## src/rtl/pipeline_stage_skid.sv

```systemverilog
// -----------------------------------------------------------------------------
// pipeline_stage_skid
//
// Generic pipeline boundary register with a valid/ready handshake and a
// two-entry skid buffer. It replaces the fixed inter-stage latches so that any
// stage boundary can carry arbitrary control and data widths. in_ready comes
// from registered state only, so there is no combinational path from
// out_ready back upstream.
//
// Ports:
//   CLK, nRST          clock (rising edge), asynchronous active-low reset
//   flush              synchronous squash of every held entry
//   clr_stats          synchronous clear of stall_cnt
//   in_valid/in_ready  upstream handshake (in_ready is registered)
//   in_ctrl, in_data   upstream payload
//   out_valid/out_ready downstream handshake
//   out_ctrl, out_data downstream payload (out_ctrl forced to 0 on bubbles)
//   occupancy          number of held entries, 0..2
//   stall_cnt          saturating count of cycles with out_valid & !out_ready
//
// Parameters:
//   CTRL_W  control payload width; cleared by flush, gated on bubbles
//   DATA_W  data payload width; never cleared by flush
//   CNT_W   stall counter width
// -----------------------------------------------------------------------------
module pipeline_stage_skid #(
  parameter int CTRL_W = 8,
  parameter int DATA_W = 96,
  parameter int CNT_W  = 16
) (
  input  logic              CLK,
  input  logic              nRST,
  input  logic              flush,
  input  logic              clr_stats,
  input  logic              in_valid,
  output logic              in_ready,
  input  logic [CTRL_W-1:0] in_ctrl,
  input  logic [DATA_W-1:0] in_data,
  output logic              out_valid,
  input  logic              out_ready,
  output logic [CTRL_W-1:0] out_ctrl,
  output logic [DATA_W-1:0] out_data,
  output logic [1:0]        occupancy,
  output logic [CNT_W-1:0]  stall_cnt
);

  // The state encoding is the occupancy itself, so the count output is free.
  typedef enum logic [1:0] {
    S_EMPTY = 2'd0,
    S_ONE   = 2'd1,
    S_FULL  = 2'd2
  } state_t;

  state_t state, state_n;

  logic              main_valid;
  logic              skid_valid;
  logic [CTRL_W-1:0] main_ctrl;
  logic [DATA_W-1:0] main_data;
  logic [CTRL_W-1:0] skid_ctrl;
  logic [DATA_W-1:0] skid_data;

  logic in_fire;
  logic out_fire;

  // Register load strobes produced by the next-state logic.
  logic ld_main_in;    // main <= incoming beat
  logic ld_main_skid;  // main <= skid (draining the skid entry)
  logic ld_skid_in;    // skid <= incoming beat

  // Entry valid bits follow directly from the occupancy state: main is valid
  // whenever anything is held, skid only when two entries are held.
  assign main_valid = (state != S_EMPTY);
  assign skid_valid = (state == S_FULL);

  assign in_ready  = (state != S_FULL);
  assign in_fire   = in_valid & in_ready;
  assign out_valid = main_valid;
  assign out_fire  = out_valid & out_ready;

  assign out_ctrl  = main_valid ? main_ctrl : '0;
  assign out_data  = main_data;
  assign occupancy = state;

  // ---------------------------------------------------------------------------
  // Next-state and load-strobe logic
  // ---------------------------------------------------------------------------
  always_comb begin
    // NOTE: every output of this block gets a default before the case, so no
    // path leaves a signal unassigned and no latch is inferred.
    state_n      = state;
    ld_main_in   = 1'b0;
    ld_main_skid = 1'b0;
    ld_skid_in   = 1'b0;

    unique case (state)
      S_EMPTY: begin
        if (in_fire) begin
          ld_main_in = 1'b1;
          state_n    = S_ONE;
        end
      end
      S_ONE: begin
        if (in_fire && out_fire) begin
          ld_main_in = 1'b1;
        end else if (in_fire) begin
          ld_skid_in = 1'b1;
          state_n    = S_FULL;
        end else if (out_fire) begin
          state_n    = S_EMPTY;
        end
      end
      S_FULL: begin
        if (out_fire) begin
          ld_main_skid = 1'b1;
          state_n      = S_ONE;
        end
      end
      default: begin
        state_n = S_EMPTY;
      end
    endcase

    // Flush overrides every handshake: any beat offered this cycle is
    // dropped, and a beat leaving this cycle has already been taken
    // downstream, so emptying the stage is correct in all cases.
    if (flush) begin
      state_n      = S_EMPTY;
      ld_main_in   = 1'b0;
      ld_main_skid = 1'b0;
      ld_skid_in   = 1'b0;
    end
  end

  // ---------------------------------------------------------------------------
  // State register
  // ---------------------------------------------------------------------------
  always_ff @(posedge CLK or negedge nRST) begin
    // NOTE: sequential state is written with non-blocking assignments so all
    // registers update together from pre-edge values.
    if (!nRST) begin
      state <= S_EMPTY;
    end else begin
      state <= state_n;
    end
  end

  // ---------------------------------------------------------------------------
  // Control payload: cleared by flush so a squashed entry can never carry
  // stale RegWrite/halt-type bits if its slot is later reused.
  // ---------------------------------------------------------------------------
  always_ff @(posedge CLK or negedge nRST) begin
    if (!nRST) begin
      main_ctrl <= '0;
      skid_ctrl <= '0;
    end else if (flush) begin
      main_ctrl <= '0;
      skid_ctrl <= '0;
    end else begin
      if (ld_main_in) begin
        main_ctrl <= in_ctrl;
      end else if (ld_main_skid) begin
        main_ctrl <= skid_ctrl;
      end
      if (ld_skid_in) begin
        skid_ctrl <= in_ctrl;
      end
    end
  end

  // ---------------------------------------------------------------------------
  // Data payload: untouched by flush (load strobes are already suppressed).
  // ---------------------------------------------------------------------------
  always_ff @(posedge CLK or negedge nRST) begin
    // NOTE: the wide data registers are deliberately reset so out_data is a
    // known 0 out of reset rather than whatever the flops powered up with.
    if (!nRST) begin
      main_data <= '0;
      skid_data <= '0;
    end else begin
      if (ld_main_in) begin
        main_data <= in_data;
      end else if (ld_main_skid) begin
        main_data <= skid_data;
      end
      if (ld_skid_in) begin
        skid_data <= in_data;
      end
    end
  end

  // ---------------------------------------------------------------------------
  // Stall statistics: counts cycles where an entry is presented but not taken.
  // clr_stats wins over the increment; flush has no effect here.
  // ---------------------------------------------------------------------------
  always_ff @(posedge CLK or negedge nRST) begin
    if (!nRST) begin
      stall_cnt <= '0;
    end else if (clr_stats) begin
      stall_cnt <= '0;
    end else if (out_valid && !out_ready && (stall_cnt != '1)) begin
      stall_cnt <= stall_cnt + CNT_W'(1);
    end
  end

  // skid_valid is kept as a named signal for debug visibility; tie it into an
  // assertion so the relationship with occupancy stays documented.
  always_ff @(posedge CLK) begin
    if (nRST) begin
      assert (!skid_valid || main_valid)
        else $error("skid entry held without a main entry");
    end
  end

endmodule

```

## config.mk

```make
export PLATFORM = sky130hd
export DESIGN_NAME = pipeline_stage_skid
export DESIGN_NICKNAME = d
export VERILOG_FILES = /design/src/rtl/pipeline_stage_skid.sv
export SDC_FILE = /design/constraint.sdc
export NUM_CORES = 1
export LEC_CHECK = 0
export BUFFER_PORTS_ARGS = -buffer_cell sky130_fd_sc_hd__buf_2
export CORE_MARGIN = 1.5
export CORE_UTILIZATION = 48
export DETAILED_ROUTE_END_ITERATION = 10
export GPL_TIMING_DRIVEN = 1
export PLACE_DENSITY = 0.73
export SYNTH_ARGS = -nofsm -noshare
export SYNTH_HDL_FRONTEND = slang
export SYNTH_SLANG_ARGS = --single-unit
```

## constraint.sdc

```tcl
create_clock -name CLK -period 1.76 [get_ports CLK]
set_input_delay 0.088 -clock CLK [delete_from_list [all_inputs] [get_ports CLK]]
set_output_delay 0.088 -clock CLK [all_outputs]
set_load 0.05 [all_outputs]
```

==> results of run 1 <==
-- kinds of logic after synthesis --
group,Yosys count
buffers and inverters,64
and+or+nand+nor,554
adders and majority gates,1
AOI/OAI and AO/OA,153
DFF,226
muxes,4
-- timing repair --
item                                    4_1_cts  5_1_grt
pin swaps                                     0        0
cloned                                        0        0
endpoints found under the setup margin        9       20
gates resized for setup                       2       16
setup buffers                                 0        2
hold endpoints to repair                    448        0
hold buffers                                108        0
-- through the flow --
step	util (%)	total power, mW	hold WS [ps]	setup TNS [ps]
final	69.1	15.5	49.7	-24.5
after global routing	69.1	16.2	84.7	-80.4
after CTS	68.8	15.6	28.8	0
after detailed placement	58.7	10.1	67.4	0
after global placement	58.7	10.0	68.7	0
after floorplan	-	9.03	-208	0
-- layer usage --
layer,wire length [µm],track usage (%),vias to the layer above,part of all wire (%)
li1,-,-,4011,-
met1,10700,33.2,4132,41
met2,13100,43.6,311,50
met3,1700,5.26,58,6.5
met4,750,9.06,0,2.9
met5,0,0,-,0
-- placed cells by master (no fill, tap or decap), types with 2 or more instances in the layout --
| cell type | n |
|---|---|
| a2bb2oi_1 | 8 |
| clkbuf_8 | 3 |
| o31ai_1 | 6 |
| o21ai_0 | 12 |
| clkinv_4 | 2 |
| nor2b_1 | 12 |
| or4_1 | 7 |
| a21oi_1 | 14 |
| dlygate4sd3_1 | 108 |
| inv_1 | 5 |
| nor2_1 | 4 |
| nor3b_4 | 2 |
| nand3_1 | 3 |
| nand4_4 | 2 |
| nand2b_1 | 2 |
| clkbuf_1 | 7 |
| or3_1 | 3 |
| buf_4 | 27 |
| clkinv_2 | 3 |
| buf_2 | 228 |
| nand4_1 | 3 |
| and3_1 | 2 |
| a31oi_1 | 2 |
| mux2i_1 | 2 |
| clkbuf_16 | 25 |
| bufinv_16 | 3 |
| dfrtp_2 | 16 |
| nand2_1 | 498 |
| a22oi_1 | 96 |
| buf_12 | 12 |
| dfrtp_1 | 210 |
| clkbuf_4 | 2 |
| nor3_2 | 2 |
| nor3_1 | 3 |
| a22o_1 | 8 |
-- final timing paths --
| path | start | to | slack [ps] | cells past startpoint |
|---|---|---|---|---|
| hold / removal | in_valid | occupancy[0] | 50 | 4 |
| setup / recovery | occupancy[0] | out_ctrl[7] | -20 | 4 |
| setup reg to reg | stall_cnt[0] | stall_cnt[15] | 40 | 5 |
| max in group asynchronous | nRST | stall_cnt[13] | 1010 | 3 |
| hold reg to reg | out_data[43] | out_data[43] | 470 | 2 |
| min in group asynchronous | nRST | out_data[41] | 110 | 2 |
-- worst reg2reg max path, cell delays in order, from the launching register on --
cell,delay (ps)
dfrtp_2,440
ha_4,180
and2_2,230
nor3b_4,190
or4_1,470
a21oi_1,150
-- cell type report --
| class | instances | area [µm²] | area share (%) |
|---|---|---|---|
| multi-input combinational | 712 | 3530 | 27.0 |
| antenna | 1 | 2.50 | 0.0192 |
| timing repair buffer | 378 | 2700 | 20.6 |
| inverter | 5 | 18.8 | 0.144 |
| clock inverter | 8 | 123 | 0.939 |
| tap | 260 | 325 | 2.49 |
| sequential | 226 | 5680 | 43.4 |
| clock buffer | 35 | 693 | 5.31 |
-- flip-flops by register name (all words and copies together), names as in the netlist --
signal	count
out_data	96
occupancy	2
skid_ctrl	8
skid_data	96
stall_cnt	16
main_ctrl	8
-- where the power goes --
group / switching (mW) / leakage [nW] / total [mW] / internal [mW]
Sequential: 0.539 / 2.85 / 6.70 / 6.16
Clock: 2.04 / 0.400 / 5.22 / 3.17
Combinational: 2.55 / 3.62 / 3.60 / 1.05
Total: 5.13 / 6.87 / 15.5 / 10.4
==> results.md, run 1 <==
- Top-count cell post-synth: nand2_1
- DRC viols: 0
- Final slew viol count: 0
- # setup viols final: 1
- Top FF cell, synth: dfrtp_1
- Max Buffers Root-to-Sink: 3
- Worst-skew pair later-pin latency: 510 ps
- Synth top area share: 60.4%
- Type of the most critical hold path: input pin to flop
- WS Path Type: flop to output port
- Critical path's slowest cell: dfrtp_2
- Synth Area in XOR/XNOR: 0%
- Top cells by area, synth: dfrtp_1, nand2_1, a22oi_1
- H-tree depth: 1
- Asr flop ratio synth: 100%
- Vias: 8512
- Inst Count DP: 1471
- Die area: 20400 µm²
- Top cells by count, synth: nand2_1, dfrtp_1, a22oi_1
- Total CTS buffers: 24
- Largest net degree at the start of global routing: 60
- Dpl hpwl: 15300 µm
- Fraction of layout instances using a drive strength above 1: 25.0%
- WL final: 26300 µm
- Place WS: 48.0 ps
- Largest stage delay, worst path: 490 ps
- Setup WS post-layout: -24.5 ps
- Pre-Repair DR Iteration Count: 5
- Outcome: complete, but fails checks
- Clock transition at the registers of the reported paths: 60 ps
- Core area: 18900 µm²
- Post-synthesis mux area share: 0.454%
- RSZ-0062 raised after global routing: true
- Die Wd: 143 µm
- Clock Sinks: 226
- Initial DRC Count: 472
- CP arrival: 1700 ps
- YS warnings: 0
- WL per Instance: 16.2 µm
- Rows: 50
- All-Layer GR Usage: 25.8%
- Routed vias/inst: 5.24
- Height of the chip: 143 µm
- Root Driver: clkbuf_16
- Final Skew: 9.72 ps
- Netlist cell types: 43
- Critical path buffers and inverters: 2
- Synthesis-to-finish area growth: 39.5%
- Worst endpoint required time: 1670 ps
- DRT antenna net count: 0
- Port Buffers: 233
- Final hold viol count: 0
- FILL cells: 1420
- Grt ovf: 0
- CP max FO: 9
- Least-Margin Pin Slew: 485 ps
- Synth Cell Area: 9360 µm²
- Initial antenna violation count: 1
- Tcrit/Tclk final: 101%
- Post-Syn Nets: 1113
- Adder-Cell Fraction of Synth Area: 0.134%
- Vias in the first global route: 8625
- Slew headroom: 67.7%
- Number of flops mapped to enable cells by yosys: 0
- Register bit total from synthesis: 226
- Synth Area in Simple Gates: 24.0%
- Largest family of logic cells by synthesized area: simple AND/OR/NAND/NOR gates
- Critical Path Start Type: flop
- Fin area: 13100 µm²
- # IOs: 234
- Post-Syn Area per Cell: 9.35 µm²
- Number of max-cap violations: 0
- PwrDens: 1190 nW/µm²
- Crit path cell chain: nor2_4 > buf_4 > nor2b_1 > clkbuf_4
- Cells after Synth: 1002
- CTS tree: yes
- Non-filler cells, final: 1625
- Failing checks: setup timing
- Post-DP Area: 11100 µm²
- Max VDD drop: 856 µV
- Initial Utilization: 49.6%
- NumNets Final: 1458
- GP Congestion: 0.787
- Synth Area in Compound Gates: 11.9%
- CP delay by family, top: flip-flops
- Fmax: 560 MHz
- Nature of the critical path endpoint: output port
- Final worst path period need: 1780 ps
- Sequential-to-total area share from yosys stat: 60.4%
- Yosys top cell by area: dfrtp_1
- First-pass GRT wire length: 42400 µm
- Leakage: 6.87 nW
Power figures use the tool's default switching activity.
==> inputs of run 2 (changes only) <==
==> constraint.sdc (replaced) <==
create_clock -name CLK -period 1.76 [get_ports CLK]
set_input_delay 0.088 -clock CLK [delete_from_list [all_inputs] [get_ports CLK]]
set_output_delay 0.088 -clock CLK [all_outputs]
set_load 0.005 [all_outputs]
==> run 2 against run 1 <==
  * The run now ends clean
  * Power is 7.8% lower
  * Sequential share of layout area is 0.19 points lower
  * Core utilization is 0.093 points higher
  * Critical endpoint is now stall_cnt[4]
==> results.md, run 2 (synthesis gave the netlist of run 1 again) <==
- Outcome: finished, final reports clean
- Least-Margin Pin Slew: 456 ps (-29.7 ps)
- Hold path startpoint: in_valid
- P_sw: 3.78 mW (-26%)
- R2r startpoint: stall_cnt[10]
- Fmax: 576 MHz (+2.7%)
- WL per Instance: 16.3 µm (+0.78%)
- NumNets Final: 1465 (+0.48%)
- Worst hold path cell count: 4 (unchanged)
- Final hold viol count: 0 (unchanged)
- Final Skew: 7.68 ps (-2.03 ps)
- RSZ-0062 raised after global routing: false
- Initial antenna violation count: 1 (unchanged)
- DRC viols: 0 (unchanged)
- Worst endpoint required time: 2150 ps (+480 ps)
- CTS tree: yes
- Fin Setup TNS: 0 ps (+24.5 ps)
- Tcrit/Tclk final: 98.7% (-2.7 points)
- FILL cells: 1428 (+0.56%)
- Initial Utilization: 49.6% (unchanged)
- Height of the chip: 143 µm (unchanged)
- # setup viols final: 0 (-1)
- Nature of the critical path endpoint: flop
- Initial DRC Count: 565 (+20%)
- Worst-skew pair later-pin latency: 510 ps (about the same)
- Vias: 8590 (+0.92%)
- Synthesis-to-finish area growth: 39.7%
- Clock network power share: 37.6% (+4.0 points)
- Grt ovf: 0 (unchanged)
- Reg power frac: 47.0% (+3.8 points)
- Dpl hpwl: 15700 µm (+2.7%)
- FF-to-FF setup slack: 20 ps (-20 ps)
- Leakage: 6.94 nW (+1.1%)
- Type of the most critical hold path: input pin to flop
- Footprint of the multi-input gates: 3480 µm² (-1.3%)
- Port Buffers: 233 (unchanged)
- Setup WS post-layout: 22.7 ps (+47.2 ps)
- GP Congestion: 0.846 (+7.5%)
- Final worst path period need: 1740 ps (-47.2 ps)
- PwrDens: 1090 nW/µm² (-8.0%)
- Max Buffers Root-to-Sink: 3 (unchanged)
- CP max FO: 8 (-1)
- P_int: 10.5 mW (+1.2%)
- DRT antenna net count: 0 (unchanged)
- Commonest non-fill, non-tap cell in the layout: nand2_1
- H-tree depth: 1 (unchanged)
- Routed vias/inst: 5.27 (+0.61%)
- Clock Sinks: 226 (unchanged)
- Largest net degree at the start of global routing: 73 (+22%)
- CP arrival: 2130 ps (+430 ps)
- Setup crit start: stall_cnt[10]
- Sw Ratio: 26.5% (-6.6 points)
- Core area: 18900 µm² (unchanged)
- WHS: 95.7 ps (+46.0 ps)
- Critical Path End: stall_cnt[4]
- WL final: 26600 µm (+1.1%)
- Place WS: 13.4 ps (-34.6 ps)
- Number of max-cap violations: 0 (unchanged)
- WS Path Type: flop to flop
- Root Driver: clkbuf_16
- Total CTS buffers: 25 (+4.2%)
- Fraction of layout instances using a drive strength above 1: 24.4% (-0.60 points)
- All-Layer GR Usage: 26.2% (+0.39 points)
- Slew headroom: 69.6% (+2.0 points)
- Final slew viol count: 0 (unchanged)
- Non-filler cells, final: 1630 (+0.31%)
- R2r worst-path depth: 4 (-1)
- Rows: 50 (unchanged)
- Commonest non-fill, non-tap cells in the layout: nand2_1, buf_2, dfrtp_1
- Clock transition at the registers of the reported paths: 60 ps (about the same)
- # IOs: 234 (unchanged)
- Storage element area: 5660 µm² (-0.31%)
- Vias in the first global route: 8845 (+2.6%)
- Critical Path Start Type: flop
- R2r endpoint: stall_cnt[4]
- Max VDD drop: 805 µV (-5.9%)
- Die area: 20400 µm² (unchanged)
- Post-CTS setup repair buffer count: 0 (unchanged)
- Inst Count DP: 1479 (+0.54%)
- Die Wd: 143 µm (unchanged)
- Gate power share: 15.4% (-7.8 points)
- First-pass GRT wire length: 43000 µm (+1.4%)
- Pre-Repair DR Iteration Count: 5 (unchanged)
==> run 2: how the worst min path moves through the flow <==
stage | end | slack, ps
2_1_floorplan | main_ctrl[0] | -210
3_3_place_gp | out_data[89] | 50
3_5_place_dp | skid_data[89] | 50
4_1_cts | occupancy[0] | 80
5_1_grt | occupancy[0] | 120
6_report | occupancy[0] | 100
==> run 2: critical path, cell delays in order, from the launching register on <==
cell and delay [ps]:
dfrtp_1 440, nand4_1 270, nor2_2 140, a311oi_1 400, mux2_2 370
==> run 2: routing by layer <==
metal	track usage [%]	part of all wire, %	vias to the layer above
li1	-	-	4027
met1	33.8	41	4158
met2	44.6	49	335
met3	4.26	6.2	70
met4	10.1	3.1	0
met5	0	0	-
==> run 2: area by class of cell <==
class                      instances  share of cell area, %
inverter                           5                  0.143
clock buffer                      33                   5.55
antenna                            1                 0.0191
multi-input combinational        712                   26.6
tap                              260                   2.49
sequential                       226                   43.3
timing repair buffer             384                   21.0
clock inverter                     9                  0.947
==> run 2: timing repair <==
action,4_1_cts,5_1_grt
hold endpoints to repair,447,0
cloned,0,0
gates resized for setup,3,5
endpoints found under the setup margin,5,14
hold buffers,108,0
==> run 2: power groups by stage <==
stage	clock network [mW]	registers [mW]	logic (mW)
6_report	5.38	6.72	2.19
5_1_grt	5.70	6.82	2.49
4_1_cts	5.46	6.70	2.19
3_5_place_dp	0	6.76	1.99
3_3_place_gp	0	6.74	1.90
2_1_floorplan	0	6.70	0.960
==> run 2: per-stage QoR <==
stage               instance area [µm²]  total power, mW  utilization, %
floorplan                          9360             7.66               -
global placement                  11100             8.64            58.9
detailed placement                11100             8.75            58.9
CTS                               13100             14.4            69.1
global route                      13100             15.0            69.2
finish                            13100             14.3            69.2
